$ cat src/rtl/flash_wb_adapter_if.sv
// ---------------------------------------------------------------------------
// flash_wb_adapter_if: Wishbone-B3 read port plus 16-bit flash core handshake
// Rev 1.0
// ---------------------------------------------------------------------------
`default_nettype none

interface flash_wb_adapter_if #(
  parameter int ADDR_BITS = 24
);
  logic                 wb_cyc;
  logic                 wb_stb;
  logic                 wb_we;
  logic [ADDR_BITS-1:2] wb_addr;
  logic [3:0]           wb_sel;
  logic [2:0]           wb_cti;
  logic [31:0]          wb_dat_o;
  logic                 wb_ack;
  logic                 wb_err;

  logic                 core_cs;
  logic [ADDR_BITS-1:1] core_addr;
  logic                 core_burst;
  logic [15:0]          core_dout;
  logic                 core_busy;
  logic                 core_ack;

  modport slave (
    input  wb_cyc, wb_stb, wb_we, wb_addr, wb_sel, wb_cti,
    output wb_dat_o, wb_ack, wb_err,
    output core_cs, core_addr, core_burst,
    input  core_dout, core_busy, core_ack
  );

  modport master (
    output wb_cyc, wb_stb, wb_we, wb_addr, wb_sel, wb_cti,
    input  wb_dat_o, wb_ack, wb_err,
    input  core_cs, core_addr, core_burst,
    output core_dout, core_busy, core_ack
  );
endinterface

`default_nettype wire

$ cat src/rtl/flash_wb_adapter.sv
// ---------------------------------------------------------------------------
// flash_wb_adapter: 32-bit Wishbone read slave over the 16-bit flash core
// Rev 1.0
// ---------------------------------------------------------------------------
`default_nettype none

module flash_wb_adapter #(
  parameter int ADDR_BITS = 24
) (
  input  logic              clk,
  input  logic              rst_n,
  flash_wb_adapter_if.slave bus
);

  localparam logic [1:0] S_IDLE  = 2'd0;
  localparam logic [1:0] S_READ  = 2'd1;
  localparam logic [1:0] S_ERR   = 2'd2;
  localparam logic [1:0] S_DRAIN = 2'd3;

  localparam logic [ADDR_BITS-2:0] ADDR_ONE = {{(ADDR_BITS-2){1'b0}}, 1'b1};

  logic [1:0]           state_q, state_d;
  logic                 ack_q, ack_d;
  logic                 err_q, err_d;
  logic                 cs_q, cs_d;
  logic                 half_q, half_d;
  logic [15:0]          low_q, low_d;
  logic [31:0]          dat_q, dat_d;
  logic [ADDR_BITS-2:0] addr_q, addr_d;

  logic req;
  logic burst_cti;
  logic sel_unused;

  assign req        = bus.wb_cyc & bus.wb_stb;
  assign burst_cti  = (bus.wb_cti == 3'b010);
  assign sel_unused = ^bus.wb_sel;

  // The core decides continue/stop in its ack cycle, so burst must be combinational.
  assign bus.core_burst = (state_q == S_READ) & req & (~half_q | burst_cti);

  assign bus.wb_dat_o  = dat_q;
  assign bus.wb_ack    = ack_q;
  assign bus.wb_err    = err_q;
  assign bus.core_cs   = cs_q;
  assign bus.core_addr = addr_q;

  always_comb begin
    state_d = state_q;
    ack_d   = 1'b0;
    err_d   = 1'b0;
    cs_d    = cs_q;
    half_d  = half_q;
    low_d   = low_q;
    dat_d   = dat_q;
    addr_d  = addr_q;
    case (state_q)
      S_IDLE: begin
        if (req && bus.wb_we) begin
          state_d = S_ERR;
          err_d   = 1'b1;
        end else if (req && !bus.core_busy) begin
          state_d = S_READ;
          addr_d  = {bus.wb_addr, 1'b0};
          half_d  = 1'b0;
          cs_d    = 1'b1;
        end
      end
      S_ERR: begin
        state_d = S_IDLE;
      end
      S_READ: begin
        if (!req) begin
          cs_d    = 1'b0;
          state_d = S_DRAIN;
        end else if (bus.core_ack) begin
          // Free-running halfword counter; a block boundary needs no action
          // because the core re-samples this address on its next cs.
          addr_d = addr_q + ADDR_ONE;
          if (!half_q) begin
            low_d  = bus.core_dout;
            half_d = 1'b1;
          end else begin
            dat_d  = {bus.core_dout, low_q};
            ack_d  = 1'b1;
            half_d = 1'b0;
            if (!burst_cti) begin
              cs_d    = 1'b0;
              state_d = S_DRAIN;
            end
          end
        end
      end
      S_DRAIN: begin
        if (!bus.core_busy && !bus.core_ack) begin
          state_d = S_IDLE;
        end
      end
      default: state_d = S_IDLE;
    endcase
  end

  always_ff @(posedge clk) begin
    if (!rst_n) begin
      state_q <= S_IDLE;
      ack_q   <= 1'b0;
      err_q   <= 1'b0;
      cs_q    <= 1'b0;
      half_q  <= 1'b0;
      low_q   <= 16'h0000;
      dat_q   <= 32'h0000_0000;
      addr_q  <= '0;
    end else begin
      state_q <= state_d;
      ack_q   <= ack_d;
      err_q   <= err_d;
      cs_q    <= cs_d;
      half_q  <= half_d;
      low_q   <= low_d;
      dat_q   <= dat_d;
      addr_q  <= addr_d;
    end
  end

endmodule

`default_nettype wire

$ cat src/flat_wrapper.sv
// flat-port wrapper written by rule: the top's interface ports become plain ports
module flash_wb_adapter_flat 
#(
  parameter int ADDR_BITS = 24
)
  (clk, rst_n, bus_wb_cyc, bus_wb_stb, bus_wb_we, bus_wb_addr, bus_wb_sel, bus_wb_cti, bus_wb_dat_o, bus_wb_ack, bus_wb_err, bus_core_cs, bus_core_addr, bus_core_burst, bus_core_dout, bus_core_busy, bus_core_ack);
  flash_wb_adapter_if #(.ADDR_BITS(ADDR_BITS)) bus_i ();
  input  logic clk;
  input  logic rst_n;
  input wire logic [$bits(bus_i.wb_cyc)-1:0] bus_wb_cyc;
  input wire logic [$bits(bus_i.wb_stb)-1:0] bus_wb_stb;
  input wire logic [$bits(bus_i.wb_we)-1:0] bus_wb_we;
  input wire logic [$bits(bus_i.wb_addr)-1:0] bus_wb_addr;
  input wire logic [$bits(bus_i.wb_sel)-1:0] bus_wb_sel;
  input wire logic [$bits(bus_i.wb_cti)-1:0] bus_wb_cti;
  output wire logic [$bits(bus_i.wb_dat_o)-1:0] bus_wb_dat_o;
  output wire logic [$bits(bus_i.wb_ack)-1:0] bus_wb_ack;
  output wire logic [$bits(bus_i.wb_err)-1:0] bus_wb_err;
  output wire logic [$bits(bus_i.core_cs)-1:0] bus_core_cs;
  output wire logic [$bits(bus_i.core_addr)-1:0] bus_core_addr;
  output wire logic [$bits(bus_i.core_burst)-1:0] bus_core_burst;
  input wire logic [$bits(bus_i.core_dout)-1:0] bus_core_dout;
  input wire logic [$bits(bus_i.core_busy)-1:0] bus_core_busy;
  input wire logic [$bits(bus_i.core_ack)-1:0] bus_core_ack;
  assign bus_i.wb_cyc = bus_wb_cyc;
  assign bus_i.wb_stb = bus_wb_stb;
  assign bus_i.wb_we = bus_wb_we;
  assign bus_i.wb_addr = bus_wb_addr;
  assign bus_i.wb_sel = bus_wb_sel;
  assign bus_i.wb_cti = bus_wb_cti;
  assign bus_wb_dat_o = bus_i.wb_dat_o;
  assign bus_wb_ack = bus_i.wb_ack;
  assign bus_wb_err = bus_i.wb_err;
  assign bus_core_cs = bus_i.core_cs;
  assign bus_core_addr = bus_i.core_addr;
  assign bus_core_burst = bus_i.core_burst;
  assign bus_i.core_dout = bus_core_dout;
  assign bus_i.core_busy = bus_core_busy;
  assign bus_i.core_ack = bus_core_ack;
  flash_wb_adapter #(.ADDR_BITS(ADDR_BITS)) u_core (.clk(clk), .rst_n(rst_n), .bus(bus_i));
endmodule
$ cat config.mk
export PLATFORM = sky130hd
export DESIGN_NAME = flash_wb_adapter_flat
export DESIGN_NICKNAME = d
export VERILOG_FILES = /design/src/rtl/flash_wb_adapter_if.sv /design/src/rtl/flash_wb_adapter.sv /design/src/flat_wrapper.sv
export SDC_FILE = /design/constraint.sdc
export NUM_CORES = 1
export LEC_CHECK = 0
export ABC_AREA = 1
export CORE_MARGIN = 2
export CORE_UTILIZATION = 47
export CTS_CLUSTER_SIZE = 30
export DETAILED_ROUTE_END_ITERATION = 10
export PLACE_DENSITY = 0.85
export SLEW_MARGIN = 20
export SYNTH_ARGS = -nofsm -noshare
export SYNTH_HDL_FRONTEND = slang
export SYNTH_SLANG_ARGS = --single-unit
$ cat constraint.sdc
create_clock -name clk -period 2.3 [get_ports clk]
set_clock_uncertainty 0.2 [all_clocks]
set_input_delay 0.345 -clock clk [delete_from_list [all_inputs] [get_ports clk]]
set_output_delay 0.345 -clock clk [all_outputs]
set_load 0.05 [all_outputs]
==> results of run 1 <==
[final timing paths]
check / startpoint / to / slack, ps / cells past startpoint
worst max-delay path: u_core.bus.core_addr[9] / bus_core_addr[8] / 120 / 1
worst min-delay path: u_core.low_q[6] / u_core.bus.wb_dat_o[6] / 280 / 2
worst max register to register: u_core.bus.core_addr[1] / u_core.bus.core_addr[21] / 210 / 9
worst min register to register: u_core.low_q[6] / u_core.bus.wb_dat_o[6] / 280 / 2
[registers in the layout, summed over array words and instances (netlist names)]
signal	flops
u_core.bus.wb_dat_o	32
u_core.bus.core_addr	23
u_core.low_q	16
u_core.state_q	2
u_core.bus.core_cs	1
u_core.bus.wb_ack	1
u_core.bus.wb_err	1
u_core.half_q	1
[synthesized netlist by cell type]
master / n
nor3_4: 2
buf_6: 4
a21oi_2: 3
or2_2: 2
nor3_1: 3
nand4_1: 1
nand3_4: 1
o22ai_1: 2
dfxtp_1: 77
and2_1: 2
o21bai_1: 2
nor2_8: 1
o21ai_1: 8
o211ai_1: 1
nor2_1: 96
ha_1: 1
clkinv_1: 1
nand2_1: 103
a21oi_1: 57
buf_2: 9
o21ai_0: 60
nand3_1: 22
buf_4: 1
inv_2: 5
buf_1: 3
nor2_2: 6
clkbuf_1: 7
inv_1: 44
nand3b_1: 1
[layer usage]
| metal | vias to the layer above | share of wire, % | track usage, % |
|---|---|---|---|
| met5 | - | 0 | 0 |
| li1 | 1892 | - | - |
| met4 | 0 | 1.5 | 6.187 |
| met3 | 14 | 7.6 | 7.967 |
| met1 | 1690 | 44 | 27.24 |
| met2 | 118 | 47 | 38.83 |
[layout make-up]
| class | count | area (sq um) |
|---|---|---|
| clock inverter | 5 | 107.6 |
| fill | 631 | 2325 |
| inverter | 50 | 187.7 |
| tap | 99 | 123.9 |
| sequential | 77 | 1541 |
| clock buffer | 10 | 137.6 |
| timing repair buffer | 116 | 1186 |
| multi-input combinational | 374 | 1722 |
[cell families (layout without fill, tap and decap cells)]
logic type | count (synthesis) | after routing | synth area share [%]
adders and majority gates | 1 | 1 | 0.3492
buffers and inverters | 74 | 181 | 9.012
and+or+nand+nor | 240 | 240 | 28.43
AOI/OAI and AO/OA | 133 | 133 | 19.18
DFF | 77 | 77 | 43.03
[report_power, final]
group / total, W / leakage, nW / switching [W] / internal [W]
sequential: 0.00177 / 0.625 / 0.000250 / 0.00152
combinational: 0.00200 / 1.29 / 0.00130 / 0.000703
clock: 0.00124 / 0.123 / 0.000488 / 0.000751
[layout by cell type (no fill, tap or decap)]
master and count:
clkdlybuf4s50_1 104, nand2_1 103, nor2_1 96, dfxtp_1 77
o21ai_0 60, a21oi_1 56, inv_1 44, nand3_1 22
clkbuf_8 10, o21ai_1 8, buf_4 7, nor2_2 6
inv_2 5, a21oi_2 4, buf_12 4, nor3_1 3
bufinv_16 3, and2_1 2, o21bai_1 2, nor3_4 2
or2_2 2, o22ai_1 2, nand3b_1 1, nor2_8 1
nand3_4 1, clkinv_1 1, nand4_1 1, o211ai_1 1
ha_1 1, inv_6 1, clkinv_4 1, dlymetal6s2s_1 1
[through the flow]
step / hold slack (ps) / util (%) / worst slack [ps] / power (W)
final: 284.9 / 68.29 / 116.6 / 0.005015
after global routing: 297.3 / 68.29 / 14.88 / 0.005298
after CTS: 282.2 / 68.20 / 89.54 / 0.005039
after detailed placement: 268.4 / 64.86 / 100.8 / 0.003803
after global placement: 259.3 / 64.86 / 147.3 / 0.003764
after floorplan: 249.5 / - / 63.77 / 0.003180
==> flow_summary.yaml, run 1 <==
outcome:
  outcome: "finished clean"
placed_design:
  place_hpwl_mm: 6.664
  dp_cells: 716
  placed_cell_area_sq_mm: 0.004755
  port_buffers: 106
  routabilityCongestion: 0.9064
worst_setup_path:
  path_delay_family: "buffers and inverters"
  timing_worst_setup_path_type: "flop to primary output"
  slowest_delay_ps: 840
  crit_path_max_fanout: 5
  cp.buffers_inverters: 1
  cp-end-kind: "primary output"
  start_kind: "flop"
  crit_slowest_cell: "clkdlybuf4s50_1"
  required_ps: 1750
  critPathArrivalTime_ps: 1640
  crit_chain: "clkdlybuf4s50_1"
cts:
  clk_latency_ps: 340
  cts.path.max_buffers: 2
  clk_pin_slew_worst_paths_ps: 80
  ctsResizeCount: 0
  cts_sinks: 77
  cts_hold_buf: 0
  cts_buffers: 9
  htreeDepth: 3
  cts_setup_buffers: 0
  cts_root_buf: "clkbuf_8"
  cts_tree: "done"
drt:
  viasPerCell: 5.081
  wl_per_cell_um: 12.85
  ant_nets: 0
  drtIter0Drc: 139
  post-route-drc-count: 0
  vias: 3714
  drt_wl_total_mm: 9.395
  drtPass1Iterations: 4
final_layout:
  drive_above_1_share_pct: 7.437
  design_area_sq_mm: 0.005006
  stdcell_count: 731
  n_antenna_cell: 0
  area_growth_pct: 39.75
  nets: 681
grt:
  grt_pass1_wl_mm: 15.59
  antenna_found_initial: 0
  first_global_vias: 3447
  grtUsageTotal_pct: 22.78
  grt_max_degree: 41
  overflow: 0
floorplan:
  die_y_um: 91.30
  rows: 31
  start_util_pct: 48.86
  die_w_um: 91.30
  io_pins: 111
  dieArea_sq_mm: 0.008336
  core_area_sq_mm: 0.007331
timing:
  rsz0062_at_grt: "no"
  post-route-min-period_ps: 2183
  maxSlewViolCount: 0
  fmax_ghz: 0.4580
  finalHoldViolCount: 0
  max_slew_margin_pct: 64.48
  tns_ps: 0
  finalCritPeriodShare_pct: 94.93
  worstMarginPinSlew_ps: 531.2
  setup_violations: 0
logic_synthesis:
  syn_nets: 578
  synth_cell_types: 29
  yosysTopAreaCellShare_pct: 43.03
  synthCells: 525
  ys_seq_elements: 77
  ys_warn_count: 0
  synth-seq-area-share_pct: 43.03
  avgSynthCellArea_sq_um: 6.823
  yosysTopAreaCell: "dfxtp_1"
  syn_area_sq_mm: 0.003582
  synth_area_leaders: "dfxtp_1, nand2_1, nor2_1"
power:
  ir_drop_v: 0.0005414
  power_density_mw_per_mm2: 1002
  total_leakage_power_nw: 2.035
job:
  max-cap-violations: 0
min_path:
  hp-class: "flop to flop"
No activity file was read; power rests on OpenSTA's default activity.
==> inputs of run 2 (changes only) <==
--- a/config.mk
+++ b/config.mk
@@ -6,7 +6,6 @@
 export NUM_CORES = 1
 export LEC_CHECK = 0
 export ABC_AREA = 1
-export CORE_MARGIN = 2
 export CORE_UTILIZATION = 47
 export CTS_CLUSTER_SIZE = 30
 export DETAILED_ROUTE_END_ITERATION = 10
==> run 2 against run 1 <==
Wire length down 0.71%; clock power down 21%; utilization down 0.56 points; sequential power about the same; global-route usage up 1.9 points; largest power group unchanged.
==> flow_summary.yaml, run 2 (same netlist as run 1, synthesis figures left out) <==
final_layout:
  layout_common_cells: "clkdlybuf4s50_1, nand2_1, nor2_1"
  n_antenna_cell: 0
  n_fill_cell: 633
  area_growth_pct: 37.86
  seqCellArea_sq_mm: 0.001541
  final_common_cell: "clkdlybuf4s50_1"
  design_area_sq_mm: 0.004938
  largest_register_ffs: 32
  drive_above_1_share_pct: 7.741
  nets: 681
  multi_input_area_sq_mm: 0.001724
drt:
  drtIter0Drc: 132
  drtPass1Iterations: 4
  vias: 3749
  wl_per_cell_um: 12.74
  ant_nets: 0
  post-route-drc-count: 0
  drt_wl_total_mm: 9.328
  viasPerCell: 5.122
placed_design:
  pre_cts_slack_ps: 83.45
  place_hpwl_mm: 6.708
  port_buffers: 106
  placed_cell_area_sq_mm: 0.004742
  routabilityCongestion: 0.8738
cts:
  cts.path.max_buffers: 2
  cts_root_buf: "clkbuf_8"
  ctsResizeCount: 0
  cts_buffers: 9
  cts_sinks: 77
  cts_setup_buffers: 0
  htreeDepth: 3
  clk_latency_ps: 350
  clk_pin_slew_worst_paths_ps: 90
  cts_hold_buf: 0
  cts_tree: "done"
power:
  clkPwrFrac_pct: 20.6
  p_sw_share_pct: 43.82
  seqPwrFrac_pct: 37.4
  p_comb_share_pct: 42.1
  ir_drop_v: 0.0005485
  total_leakage_power_nw: 1.983
  finalPower_w: 0.004746
  cell_internal_pwr_w: 0.002666
  power_density_mw_per_mm2: 961.0
  power.switching_w: 0.002079
min_path:
  holdCritStartpoint: "u_core.low_q[0]"
  whs_path_depth: 2
  hp-class: "flop to flop"
  hold_path_end: "u_core.bus.wb_dat_o[0]"
floorplan:
  rows: 31
  start_util_pct: 49.12
  io_pins: 111
  die_y_um: 89.30
  die_w_um: 89.30
  dieArea_sq_mm: 0.007974
  core_area_sq_mm: 0.007292
worst_setup_path:
  reg2reg_slack_ps: 250
  path_delay_family: "buffers and inverters"
  rr_worst_depth: 7
  r2r-end: "u_core.bus.wb_dat_o[24]"
  reg2reg_from: "u_core.state_q[0]"
  crit_path_max_fanout: 7
  start_kind: "flop"
  slowest_delay_ps: 850
  crit_chain: "clkdlybuf4s50_1"
  crit_slowest_cell: "clkdlybuf4s50_1"
  required_ps: 1750
  cp.buffers_inverters: 1
  cp-end-kind: "primary output"
  timing_worst_setup_path_type: "flop to primary output"
  critPathArrivalTime_ps: 1660
timing:
  rsz0062_at_grt: "no"
  post-route-min-period_ps: 2209
  tns_ps: 0
  finalCritPeriodShare_pct: 96.03
  max_slew_margin_pct: 64.56
  finalHoldViolCount: 0
  maxSlewViolCount: 0
  setup_violations: 0
  worstMarginPinSlew_ps: 529.9
  fmax_ghz: 0.4528
  setup_ws_ps: 91.37
  hold_slack_ps: 280.5
grt:
  antenna_found_initial: 0
  grt_pass1_wl_mm: 15.21
  grt_max_degree: 34
  overflow: 0
  first_global_vias: 3394
  grtUsageTotal_pct: 24.70
job:
  max-cap-violations: 0
outcome:
  outcome: "finished clean"
-- run 2: stage by stage --
step	std cells	util [%]
final	732	67.72
after global routing	732	67.72
after CTS	732	67.64
after detailed placement	716	65.03
after global placement	716	65.03
after floorplan	525	-
-- run 2: metal layers --
layer,vias to the layer above,wire [um],part of all wire (%),global-route usage [%]
li1,1897,-,-,-
met1,1702,3805,41,29.60
met2,140,4505,48,41.50
met3,10,871,9.3,8.218
met4,0,145,1.6,8.658
met5,-,0,0,0
-- run 2: worst max path at each step --
stage | startpoint | to | slack (ps) | depth (start not counted)
6_report | u_core.bus.core_addr[17] | bus_core_addr[16] | 90 | 1
5_1_grt | u_core.bus.core_addr[17] | bus_core_addr[16] | 20 | 1
4_1_cts | u_core.bus.core_addr[17] | bus_core_addr[16] | 70 | 1
3_5_place_dp | bus_wb_cyc | u_core.bus.core_addr[13] | 80 | 10
3_3_place_gp | bus_wb_cyc | u_core.bus.core_addr[13] | 150 | 10
2_1_floorplan | u_core.state_q[0] | u_core.state_q[0] | 60 | 9
-- run 2: final cells by class --
| type | instances | share of cell area [%] |
|---|---|---|
| Multi-Input combinational cell | 374 | 34.91 |
| Clock inverter | 6 | 1.064 |
| Inverter | 50 | 3.800 |
| Sequential cell | 77 | 31.21 |
| Tap cell | 99 | 2.508 |
| Timing Repair Buffer | 116 | 23.71 |
| Clock buffer | 10 | 2.787 |
-- run 2: power by group through the flow --
| stage | registers, W | logic [W] | clock network, W |
|---|---|---|---|
| after global placement | 0.00179 | 0.00195 | 0 |
| after global routing | 0.00180 | 0.00219 | 0.00107 |
| after detailed placement | 0.00180 | 0.00200 | 0 |
| after CTS | 0.00177 | 0.00200 | 0.00100 |
| final | 0.00177 | 0.00200 | 0.000975 |
| after floorplan | 0.00229 | 0.000891 | 0 |
==> inputs of run 3 (changes only) <==
--- a/config.mk
+++ b/config.mk
@@ -9,6 +9,7 @@
 export CORE_UTILIZATION = 47
 export CTS_CLUSTER_SIZE = 30
 export DETAILED_ROUTE_END_ITERATION = 10
+export MAX_ROUTING_LAYER = met4
 export PLACE_DENSITY = 0.85
 export SLEW_MARGIN = 20
 export SYNTH_ARGS = -nofsm -noshare
==> run 3 against run 2 <==
First-iteration DRC count up 29%; wire length up 2.6%; sequential power about the same; via count up 1.7%; hold slack better by 8.9 ps; maximum frequency down 0.54%; utilization up 0.17 points; combinational power about the same; global-route usage up 1.6 points; clock power up 1%; die area unchanged.
==> flow_summary.yaml, run 3 (same netlist as run 1, synthesis figures left out) <==
outcome:
  outcome: "finished clean"
timing:
  setup_ws_ps: 79.47
  fmax_ghz: 0.4503
  finalCritPeriodShare_pct: 96.54
  setup_violations: 0
  finalHoldViolCount: 0
  maxSlewViolCount: 0
  tns_ps: 0
  max_slew_margin_pct: 64.09
  worstMarginPinSlew_ps: 536.9
  post-route-min-period_ps: 2221
  rsz0062_at_grt: "no"
  hold_slack_ps: 289.4
placed_design:
  place_hpwl_mm: 6.764
  routabilityCongestion: 0.9131
  dp_cells: 716
  pre_cts_slack_ps: 50.91
  placed_cell_area_sq_mm: 0.004755
  port_buffers: 106
drt:
  drtIter0Drc: 170
  ant_nets: 0
  wl_per_cell_um: 13.07
  drtPass1Iterations: 4
  vias: 3814
  post-route-drc-count: 0
  drt_wl_total_mm: 9.568
  viasPerCell: 5.210
grt:
  first_global_vias: 3522
  grtUsageTotal_pct: 26.31
  grt_max_degree: 44
  grt_pass1_wl_mm: 15.77
  antenna_found_initial: 0
  overflow: 0
worst_setup_path:
  critPathArrivalTime_ps: 1680
  cp-end-kind: "primary output"
  start_kind: "flop"
  reg2reg_from: "u_core.bus.core_addr[1]"
  crit_slowest_cell: "clkdlybuf4s50_1"
  crit_path_max_fanout: 7
  path_delay_family: "buffers and inverters"
  slowest_delay_ps: 850
  crit_chain: "clkdlybuf4s50_1"
  timing_worst_setup_path_type: "flop to primary output"
  required_ps: 1750
  cp.buffers_inverters: 1
  cp-startpoint: "u_core.bus.core_addr[17]"
job:
  max-cap-violations: 0
cts:
  cts.path.max_buffers: 2
  ctsResizeCount: 0
  cts_sinks: 77
  cts_setup_buffers: 0
  cts_buffers: 9
  clk_latency_ps: 350
  clk_pin_slew_worst_paths_ps: 90
  cts_tree: "done"
  cts_hold_buf: 0
  htreeDepth: 3
  cts_root_buf: "clkbuf_8"
power:
  total_leakage_power_nw: 1.986
  clkPwrFrac_pct: 20.7
  seqPwrFrac_pct: 37.2
  ir_drop_v: 0.0004494
  power.switching_w: 0.002108
  cell_internal_pwr_w: 0.002668
  power_density_mw_per_mm2: 964.7
  p_sw_share_pct: 44.14
  p_comb_share_pct: 42.1
floorplan:
  die_w_um: 89.30
  rows: 31
  io_pins: 111
  start_util_pct: 49.12
  dieArea_sq_mm: 0.007974
  core_area_sq_mm: 0.007292
  die_y_um: 89.30
final_layout:
  nets: 681
  largest_register_ffs: 32
  final_common_cell: "clkdlybuf4s50_1"
  area_growth_pct: 38.21
  n_antenna_cell: 0
  layout_common_cells: "clkdlybuf4s50_1, nand2_1, nor2_1"
  design_area_sq_mm: 0.004951
  drive_above_1_share_pct: 7.741
  stdcell_count: 732
min_path:
  holdCritStartpoint: "u_core.low_q[15]"
  hp-class: "flop to flop"
## run 3: cell count changes in the layout (fill, tap and decap cells not counted), sizes merged
cell | before | now
clkinv | 2 | 1
inv | 52 | 53
## run 3: worst min-delay path: stages (launching register included)
cell	delay, ps
dfxtp_1	330
nor2_1	50
nor2_1	80
## run 3: power groups by stage
stage                     logic, W  clock network (W)  registers [W]
after global routing       0.00220            0.00108        0.00181
after global placement     0.00195                  0        0.00179
after CTS                  0.00201            0.00101        0.00177
after detailed placement   0.00200                  0        0.00180
final                      0.00201           0.000989        0.00178
after floorplan           0.000891                  0        0.00229
## run 3: stage by stage
stage / util, % / total power (W)
2_1_floorplan: - / 0.003180
3_3_place_gp: 65.20 / 0.003744
3_5_place_dp: 65.20 / 0.003806
4_1_cts: 67.81 / 0.004795
5_1_grt: 67.90 / 0.005083
6_report: 67.90 / 0.004776
## run 3: area by class of cell
class	count	area, sq um
Fill cell	661	2341
Multi-Input combinational cell	374	1724
Sequential cell	77	1541
Timing Repair Buffer	116	1184
Inverter	50	187.7
Clock buffer	10	137.6
Tap cell	99	123.9
Clock inverter	6	52.55
## run 3: worst paths after layout
| path | to | slack [ps] | depth (start not counted) |
|---|---|---|---|
| worst min register to register | u_core.bus.wb_dat_o[15] | 290 | 2 |
| worst max register to register | u_core.bus.core_addr[17] | 290 | 10 |
| worst min-delay path | u_core.bus.wb_dat_o[15] | 290 | 2 |
| worst max-delay path | bus_core_addr[16] | 80 | 1 |
## run 3: metal layers
metal,global-route usage (%),part of all wire [%],up-vias
met4,10.82,2.2,0
met3,5.540,8.1,18
li1,-,-,1895
met5,-,0,-
met1,31.21,42,1762
met2,43.44,48,139
